--- src/rtl/cv32e40p_sec_marker_stream_inserter.sv ---
// Security marker inserter between fetch and decode; registered one-entry output slot.
// Optional CV32E40P_SEC_MARKER_RVC_EN also treats compressed jumps/branches as discontinuities.
module cv32e40p_sec_marker_stream_inserter #(
    parameter int unsigned WWDL   = 8,
    parameter int unsigned GUARD  = 2,
    parameter logic [31:0] MARKER = 32'h0000006F,
    parameter int unsigned STAT_W = 16
) (
    input  logic              clk,
    input  logic              rst_n,
    input  logic [31:0]       instr_i,
    input  logic              instr_valid_i,
    output logic              instr_ready_o,
    output logic [31:0]       instr_o,
    output logic              instr_valid_o,
    input  logic              instr_ready_i,
    input  logic              flush_i,
    output logic              marker_o,
    output logic [STAT_W-1:0] marker_count_o
);

    localparam int unsigned CW = $clog2(WWDL + 1);

    generate
        if (WWDL < GUARD + 2 || WWDL > 255) begin : g_bad_wwdl
            $error("WWDL out of legal range GUARD+2..255");
        end
    endgenerate

    typedef enum logic {RUN, HOLD} state_e;

    state_e            state_q, state_d;
    logic [CW-1:0]     cnt_q, cnt_d;
    logic [31:0]       slot_q, slot_d;
    logic              valid_q, valid_d;
    logic              marker_q, marker_d;
    logic [STAT_W-1:0] count_q, count_d;

    logic slot_free;
    logic is_disc;
    logic nonzero;
    logic need_mark;
    logic ready;

    assign slot_free = !valid_q || instr_ready_i;
    assign nonzero   = instr_i != 32'h0;

    always_comb begin
        is_disc = 1'b0;
        if (instr_i[1:0] == 2'b11) begin
            is_disc = (instr_i[6:2] == 5'b11000) ||
                      (instr_i[6:2] == 5'b11011) ||
                      (instr_i[6:2] == 5'b11001 && instr_i[14:12] == 3'b000);
        end
`ifdef CV32E40P_SEC_MARKER_RVC_EN
        else if (instr_i[1:0] == 2'b01) begin
            is_disc = (instr_i[15:13] == 3'b101) || (instr_i[15:13] == 3'b001) ||
                      (instr_i[15:13] == 3'b110) || (instr_i[15:13] == 3'b111);
        end else if (instr_i[1:0] == 2'b10) begin
            is_disc = (instr_i[15:13] == 3'b100) && (instr_i[6:2] == 5'd0) &&
                      (instr_i[11:7] != 5'd0);
        end
`endif
    end

    assign need_mark = nonzero &&
                       (cnt_q == '0 || (is_disc && cnt_q <= CW'(GUARD)));

    always_comb begin
        state_d  = state_q;
        cnt_d    = cnt_q;
        slot_d   = slot_q;
        valid_d  = valid_q && !instr_ready_i;
        marker_d = marker_q;
        count_d  = count_q;
        ready    = 1'b0;
        if (flush_i) begin
            valid_d  = 1'b0;
            marker_d = 1'b0;
            cnt_d    = CW'(WWDL);
            state_d  = RUN;
        end else begin
            unique case (state_q)
                RUN: begin
                    ready = slot_free && !need_mark;
                    if (instr_valid_i && slot_free && need_mark) begin
                        // input stays pending upstream; HOLD accepts it next
                        slot_d   = MARKER;
                        valid_d  = 1'b1;
                        marker_d = 1'b1;
                        cnt_d    = CW'(WWDL);
                        count_d  = (&count_q) ? count_q : count_q + STAT_W'(1);
                        state_d  = HOLD;
                    end else if (instr_valid_i && ready) begin
                        slot_d   = instr_i;
                        valid_d  = 1'b1;
                        marker_d = 1'b0;
                        if (nonzero) cnt_d = cnt_q - CW'(1);
                    end
                end
                HOLD: begin
                    ready = slot_free;
                    if (instr_valid_i && ready) begin
                        slot_d   = instr_i;
                        valid_d  = 1'b1;
                        marker_d = 1'b0;
                        cnt_d    = nonzero ? CW'(WWDL - 1) : CW'(WWDL);
                        state_d  = RUN;
                    end
                end
                default: ;
            endcase
        end
    end

    always_ff @(posedge clk) begin
        if (!rst_n) begin
            state_q  <= RUN;
            cnt_q    <= CW'(WWDL - 2);
            slot_q   <= '0;
            valid_q  <= 1'b0;
            marker_q <= 1'b0;
            count_q  <= '0;
        end else begin
            state_q  <= state_d;
            cnt_q    <= cnt_d;
            slot_q   <= slot_d;
            valid_q  <= valid_d;
            marker_q <= marker_d;
            count_q  <= count_d;
        end
    end

    assign instr_ready_o  = ready && rst_n;
    assign instr_o        = slot_q;
    assign instr_valid_o  = valid_q;
    assign marker_o       = marker_q;
    assign marker_count_o = count_q;

endmodule

--- config.mk ---
export PLATFORM = sky130hd
export DESIGN_NAME = cv32e40p_sec_marker_stream_inserter
export DESIGN_NICKNAME = d
export VERILOG_FILES = /design/src/rtl/cv32e40p_sec_marker_stream_inserter.sv
export SDC_FILE = /design/constraint.sdc
export NUM_CORES = 1
export LEC_CHECK = 0
export ABC_AREA = 1
export ABC_CLOCK_PERIOD_IN_PS = 4800
export BUFFER_PORTS_ARGS = -buffer_cell sky130_fd_sc_hd__clkbuf_2
export CAP_MARGIN = 10
export CORE_ASPECT_RATIO = 0.9
export CORE_MARGIN = 5
export CORE_UTILIZATION = 52
export CTS_CLUSTER_DIAMETER = 200
export DETAILED_ROUTE_END_ITERATION = 8
export GPL_TIMING_DRIVEN = 1
export PLACE_DENSITY = 0.82
export SYNTH_ARGS = -nofsm -noshare
export SYNTH_HDL_FRONTEND = slang
export SYNTH_SLANG_ARGS = --single-unit
--- constraint.sdc ---
create_clock -name clk -period 4.8 [get_ports clk]
set_input_delay 0.48 -clock clk [delete_from_list [all_inputs] [get_ports clk]]
set_output_delay 0.48 -clock clk [all_outputs]
set_load 0.01 [all_outputs]
==> run summary, run 1 <==
Outcome = complete, no violations
Die Y = 80.7 um
Total number of vias = 2806
DRC Markers = 0
Post-CTS setup buffer count = 0
Fill cells = 476
Total Neg Setup Slack = 0 ns
N_diodes = 0
Cts-stage hold buffer count = 0
Layout cells sized above 1 = 28.6%
RSZ-0062 raised after global routing = no
Final hold vios = 0
Initial antenna violation count = 0
Overall Global Routing Usage = 19.9%
I/O pins = 88
Routed WL per cell = 12.8 um
Post-Syn Instances = 395
Number of buffers added on ports = 87
Commonest non-fill, non-tap cells in the layout = clkbuf_2 (87), nand2_1 (77), dfxtp_1 (55)
Max Fanout on Critical Path = 19
Fmax = 0.427 GHz
Layout Nets = 515
Multi-input logic area = 1530 um2
Netlist cell types = 38
Layout Skew = 0.0117 ns
Number of global-route vias before repair = 2574
Actual slew at the worst max-slew pin = 0.557 ns
Vias per cell = 5.17
Total gr overflow = 0
H-Tree Depth = 2
LEAKAGE = 1.50 nW
Nature of the critical path endpoint = primary output
Syn_nets = 435
CP dominant cell by count = nor2_1
Ys Warns = 0
R2R Setup Slk = 2.75 ns
Die area = 7150 um2
Worst Hold Class = in -> reg
Max-slew headroom = 62.8%
Arrival time worst endpoint = 1.86 ns
Critical path's largest stage delay = 0.34 ns
Clock Tree Buf Depth = 2
Clock transition at path regs = 0.11 ns
Drt pass-1 iters = 4
Syn Area/Cell = 7.31 um2
Critical path class = reg -> out
Clk Latency, worst-skew pair = 0.32 ns
Core footprint = 5320 um2
Setup violations, final = 0
HPWL after DPL = 5140 um
Synth Cell Area = 2890 um2
Floorplan row count = 25
Max-cap violations = 0
Antenna violation net count after detailed routing = 0
CTS Buf Count = 5
Post-CTS resize count = 0
Fin crit share = 48.8%
Routability Congestion = 0.878
Clk sinks = 55
Clk root buf = clkbuf_8
Period minus WS final = 2.34 ns
Register bit total from synthesis = 55
Critical path, cell by cell = inv_1 > ha_1 > nor2_1 > nor2_1 > nand3_1 > nand2_1 > nand2_2 > nor2_8 > nor3_1 > clkbuf_2
First-pass GRT wire length = 11500 um
Die Wd = 88.6 um
Worst hold slack = 0.395 ns
Area delta synth->final = 18.3%
Peak supply drop = 0.000177 V
CTS tree = done
DRC marker count from the first detailed-route iteration = 178
CP required = 4.32 ns
Critical Path Slowest Stage Cell = dfxtp_1
Largest net degree at the start of global routing = 45
PD cells = 264 nW/um2
Register Area = 1100 um2
Post-synthesis sequential area ratio = 38.1%
Startpoint types = flop
Final Max Slew Viols = 0
Most common cell after layout, fill and taps aside = clkbuf_2
Initial core utilization = 54.3%
Total Wirelength = 6940 um
## worst max-delay path, delay by kind of cell, from the launching register on
kind,cells,cell delay [ns]
adders and majority gates,1,0.16
buffers and inverters,2,0.25
and+or+nand+nor,7,0.78
DFF,1,0.34
## Yosys cell counts
cell      instances  area share, %
nor3_4            1           0.56
nor2_1           39            5.1
nand2_8           1           0.69
a21boi_0          1           0.26
a21oi_1          36            6.2
o21bai_1          6            1.6
inv_2             6           0.78
buf_1             2           0.26
buf_6             3            1.2
xor2_1           11            3.3
a21oi_4           1           0.56
a21oi_2          10            3.0
buf_12            1           0.69
a211oi_1          1           0.26
nor2_4            2           0.78
nand2_1          77             10
or2_2             2           0.43
o21ai_0           5           0.87
clkbuf_1          7           0.91
inv_1            33            4.3
nor3_1            6            1.0
nand4_1           3           0.65
nor2_8            1           0.69
nand3_1          54            9.4
clkinv_1          1           0.13
nor4_4            1           0.74
nand2_2          11            2.4
ha_1              3            1.3
buf_2             1           0.17
inv_4             1           0.22
nand3_2           1           0.35
xnor2_1           4            1.2
o21ai_2           1           0.30
dfxtp_1          55             38
nor3_2            1           0.35
o21ai_1           4           0.69
nand3b_1          1           0.26
buf_4             1           0.26
## logic make-up (layout without fill, tap and decap cells)
kind of cell	after synthesis	in the layout	synth area share [%]
XOR/XNOR	15	15	4.55
adder cells (fa/ha/maj)	3	3	1.30
buffers and inverters	56	137	8.88
AO/OA/AOI/OAI	65	65	13.8
AND/OR/NAND/NOR	201	201	33.4
flip-flops	55	55	38.1
## layer usage
metal / track usage [%] / vias to the layer above / share of wire [%]
met1: 27.8 / 1260 / 46
met3: 5.74 / 7 / 8.5
met5: 0 / - / 0
met2: 30.4 / 99 / 45
met4: 4.23 / 0 / 0.78
li1: - / 1440 / -
## state kept, by name, indices dropped and copies added (netlist names)
name,count
cnt_q,4
marker_count_o,16
instr_o,32
state_q,1
instr_valid_o,1
marker_o,1
## stage by stage
step | total power [mW] | std cells | instance area (um2) | setup WS (ns) | utilization, %
finish | 0.904 | 543 | 3420 | 2.46 | 64.3
global route | 0.950 | 543 | 3420 | 2.30 | 64.3
CTS | 0.910 | 543 | 3420 | 2.45 | 64.3
detailed placement | 0.627 | 535 | 3310 | 2.52 | 62.3
global placement | 0.624 | 535 | 3310 | 2.58 | 62.3
floorplan | 0.581 | 395 | 2890 | 2.78 | -
## cell type report
| class | count | share of cell area, % |
|---|---|---|
| clock buffer | 6 | 2.42 |
| clock inverter | 2 | 0.586 |
| inverter | 41 | 4.58 |
| multi-input combinational | 284 | 44.8 |
| sequential | 55 | 32.2 |
| tap | 67 | 2.45 |
| timing repair buffer | 88 | 13.0 |
## final timing paths
path	start	to	cells past startpoint
max	cnt_q[0]$_SDFFE_PP0P_	instr_ready_o	10
min	instr_i[5]	instr_o[5]$_SDFFE_PN0P_	3
max reg2reg	instr_valid_o$_SDFF_PP0_	instr_o[6]$_SDFFE_PN0P_	8
min reg2reg	instr_o[29]$_SDFFE_PN0P_	instr_o[29]$_SDFFE_PN0P_	2
## where the power goes
group | leakage (nW) | switching (mW) | total (mW) | internal (mW)
sequential | 0.448 | 0.0121 | 0.486 | 0.474
clock | 0.0533 | 0.165 | 0.287 | 0.122
combinational | 1.00 | 0.0808 | 0.131 | 0.0497
Note: power is estimated with default switching activity, not from simulation.
==> inputs of run 2 (changes only) <==
--- a/config.mk
+++ b/config.mk
@@ -6,16 +6,16 @@
 export NUM_CORES = 1
 export LEC_CHECK = 0
 export ABC_AREA = 1
-export ABC_CLOCK_PERIOD_IN_PS = 4800
+export ABC_CLOCK_PERIOD_IN_PS = 2100
 export BUFFER_PORTS_ARGS = -buffer_cell sky130_fd_sc_hd__clkbuf_2
 export CAP_MARGIN = 10
 export CORE_ASPECT_RATIO = 0.9
 export CORE_MARGIN = 5
-export CORE_UTILIZATION = 52
+export CORE_UTILIZATION = 46
 export CTS_CLUSTER_DIAMETER = 200
 export DETAILED_ROUTE_END_ITERATION = 8
 export GPL_TIMING_DRIVEN = 1
-export PLACE_DENSITY = 0.82
+export PLACE_DENSITY = 0.77
 export SYNTH_ARGS = -nofsm -noshare
 export SYNTH_HDL_FRONTEND = slang
 export SYNTH_SLANG_ARGS = --single-unit
==> constraint.sdc (replaced) <==
create_clock -name clk -period 2.1 [get_ports clk]
set_input_delay 0.21 -clock clk [delete_from_list [all_inputs] [get_ports clk]]
set_output_delay 0.21 -clock clk [all_outputs]
set_load 0.01 [all_outputs]
==> run 2 against run 1 <==
  * Clock power rose by 110%
  * Sequential power rose by 130%
  * Non-clock buffer count up 7
  * Sequential share of layout area is 0.63 points lower
  * Sequential cell count unchanged
  * Design area up 2.1%
  * Register-to-register slack worse by 2.5 ns
  * Die area up 11%
  * Global-route usage fell by 0.97 points
  * Via count up 2.2%
  * Critical path depth unchanged
  * Hold slack lost 0.26 ns
  * Critical endpoint unchanged
==> run summary, run 2 (same netlist as run 1, synthesis figures left out) <==
Outcome = complete, no violations
Clock transition at path regs = 0.11 ns
Initial core utilization = 47.2%
Die area = 7960 um2
Combinational fraction of design power = 15.4%
Max-cap violations = 0
CP required = 1.89 ns
Critical path class = reg -> out
Clk network pwr share = 30.0%
CTS Buf Count = 5
Max reg flops = 32
Total gr overflow = 0
Initial antenna violation count = 0
PD cells = 584 nW/um2
DRC marker count from the first detailed-route iteration = 131
Switching power = 592 uW
Max-slew headroom = 65.1%
Setup violations, final = 0
Most common cell after layout, fill and taps aside = clkbuf_2
Die Y = 85.2 um
Cts-stage hold buffer count = 0
CTS tree = done
Fmax = 0.515 GHz
P_int = 1.45 mW
Nature of the critical path endpoint = primary output
Fin area = 3490 um2
Startpoint types = flop
Clk sinks = 55
Die Wd = 93.5 um
Routability Congestion = 0.891
Area delta synth->final = 20.8%
Critical path's largest stage delay = 0.35 ns
I/O pins = 88
Largest net degree at the start of global routing = 44
RSZ-0062 raised after global routing = no
Max Fanout on Critical Path = 4
Core footprint = 6110 um2
Power, Total = 2.04 mW
H-Tree Depth = 2
HPWL after DPL = 5470 um
Routed WL per cell = 12.8 um
Clock Tree Buf Depth = 2
First-pass GRT wire length = 12500 um
Total number of vias = 2868
CP dominant cell by count = nor2_1
Fin crit share = 92.5%
Clk root buf = clkbuf_8
Drt pass-1 iters = 4
Number of buffers added on ports = 87
Vias per cell = 5.03
Overall Global Routing Usage = 19.0%
Power share of the sequential group = 54.5%
Clk Latency, worst-skew pair = 0.32 ns
Worst hold slack = 0.133 ns
R2R Setup Slk = 0.29 ns
Final hold vios = 0
Arrival time worst endpoint = 1.73 ns
Period minus WS final = 1.94 ns
Critical path, cell by cell = inv_1 > ha_1 > nor2_1 > nor2_1 > nand3_1 > nand2_1 > nand2_2 > nor2_8 > nor3_1 > buf_2
Layout Nets = 522
Final Max Slew Viols = 0
DRC Markers = 0
N_diodes = 0
DP Area = 3380 um2
Layout Skew = 0.00967 ns
Total Neg Setup Slack = 0 ns
Number of global-route vias before repair = 2852
Floorplan row count = 27
Commonest non-fill, non-tap cells in the layout = clkbuf_2 (86), nand2_1 (77), nand3_1 (54), dfxtp_1 (54), nor2_1 (39)
Actual slew at the worst max-slew pin = 0.524 ns
Critical Path Slowest Stage Cell = dfxtp_2
Layout cells sized above 1 = 29.8%
Sw Ratio = 29.1%
Worst Hold Class = in -> reg
Total Wirelength = 7320 um
Peak supply drop = 0.000428 V
LEAKAGE = 1.53 nW
Antenna violation net count after detailed routing = 0
Fill cells = 605
==> run 2: timing repair <==
action / 4_1_cts / 5_1_grt
resized for setup: 0 / 3
setup endpoints to repair: 1 / 3
pin swaps: 1 / 0
buffers inserted: 2 / 0
==> run 2: per-layer routing <==
layer  wire [um]  GRT usage (%)  part of all wire (%)
met1        3130           23.5                    43
met2        3460           31.9                    47
met3         609           4.88                   8.3
met4         117           6.52                   1.6
met5           0              0                     0
==> run 2: through the flow <==
stage	util, %	setup WS, ns	instances
after detailed placement	55.2	0.154	560
after CTS	57.0	0.0862	570
after floorplan	-	0.393	395
after global placement	55.2	0.278	560
final	57.1	0.158	570
after global routing	57.1	0.00742	570
==> run 2: critical path, delay by kind of cell, from the launching register on <==
kind / cells / cell delay, ns
and+or+nand+nor: 7 / 0.63
DFF: 1 / 0.35
buffers and inverters: 2 / 0.23
adders and majority gates: 1 / 0.20
==> run 2: worst paths after layout <==
check                           startpoint                  endpoint  cells after the start
setup / recovery     cnt_q[0]$_SDFFE_PP0P_             instr_ready_o                     10
hold / removal               instr_valid_i  instr_valid_o$_SDFF_PP0_                      3
setup reg to reg     cnt_q[0]$_SDFFE_PP0P_   instr_o[3]$_SDFFE_PN0P_                     12
hold reg to reg   instr_o[18]$_SDFFE_PN0P_  instr_o[18]$_SDFFE_PN0P_                      2
==> run 2: area by class of cell <==
cell class / count / area (um2) / share of cell area (%)
Inverter: 41 / 159 / 4.55
Tap cell: 87 / 109 / 3.12
Timing Repair Buffer: 95 / 495 / 14.2
Clock buffer: 5 / 68.8 / 1.97
Multi-Input combinational cell: 284 / 1530 / 43.9
Clock inverter: 3 / 25.0 / 0.717
Sequential cell: 55 / 1100 / 31.6
==> run 2: power by group through the flow <==
stage / logic [mW] / registers, mW / clock network, mW
after global routing: 0.354 / 1.12 / 0.670
final: 0.315 / 1.11 / 0.613
after floorplan: 0.181 / 1.15 / 0
after detailed placement: 0.311 / 1.13 / 0
after global placement: 0.304 / 1.13 / 0
after CTS: 0.317 / 1.11 / 0.628
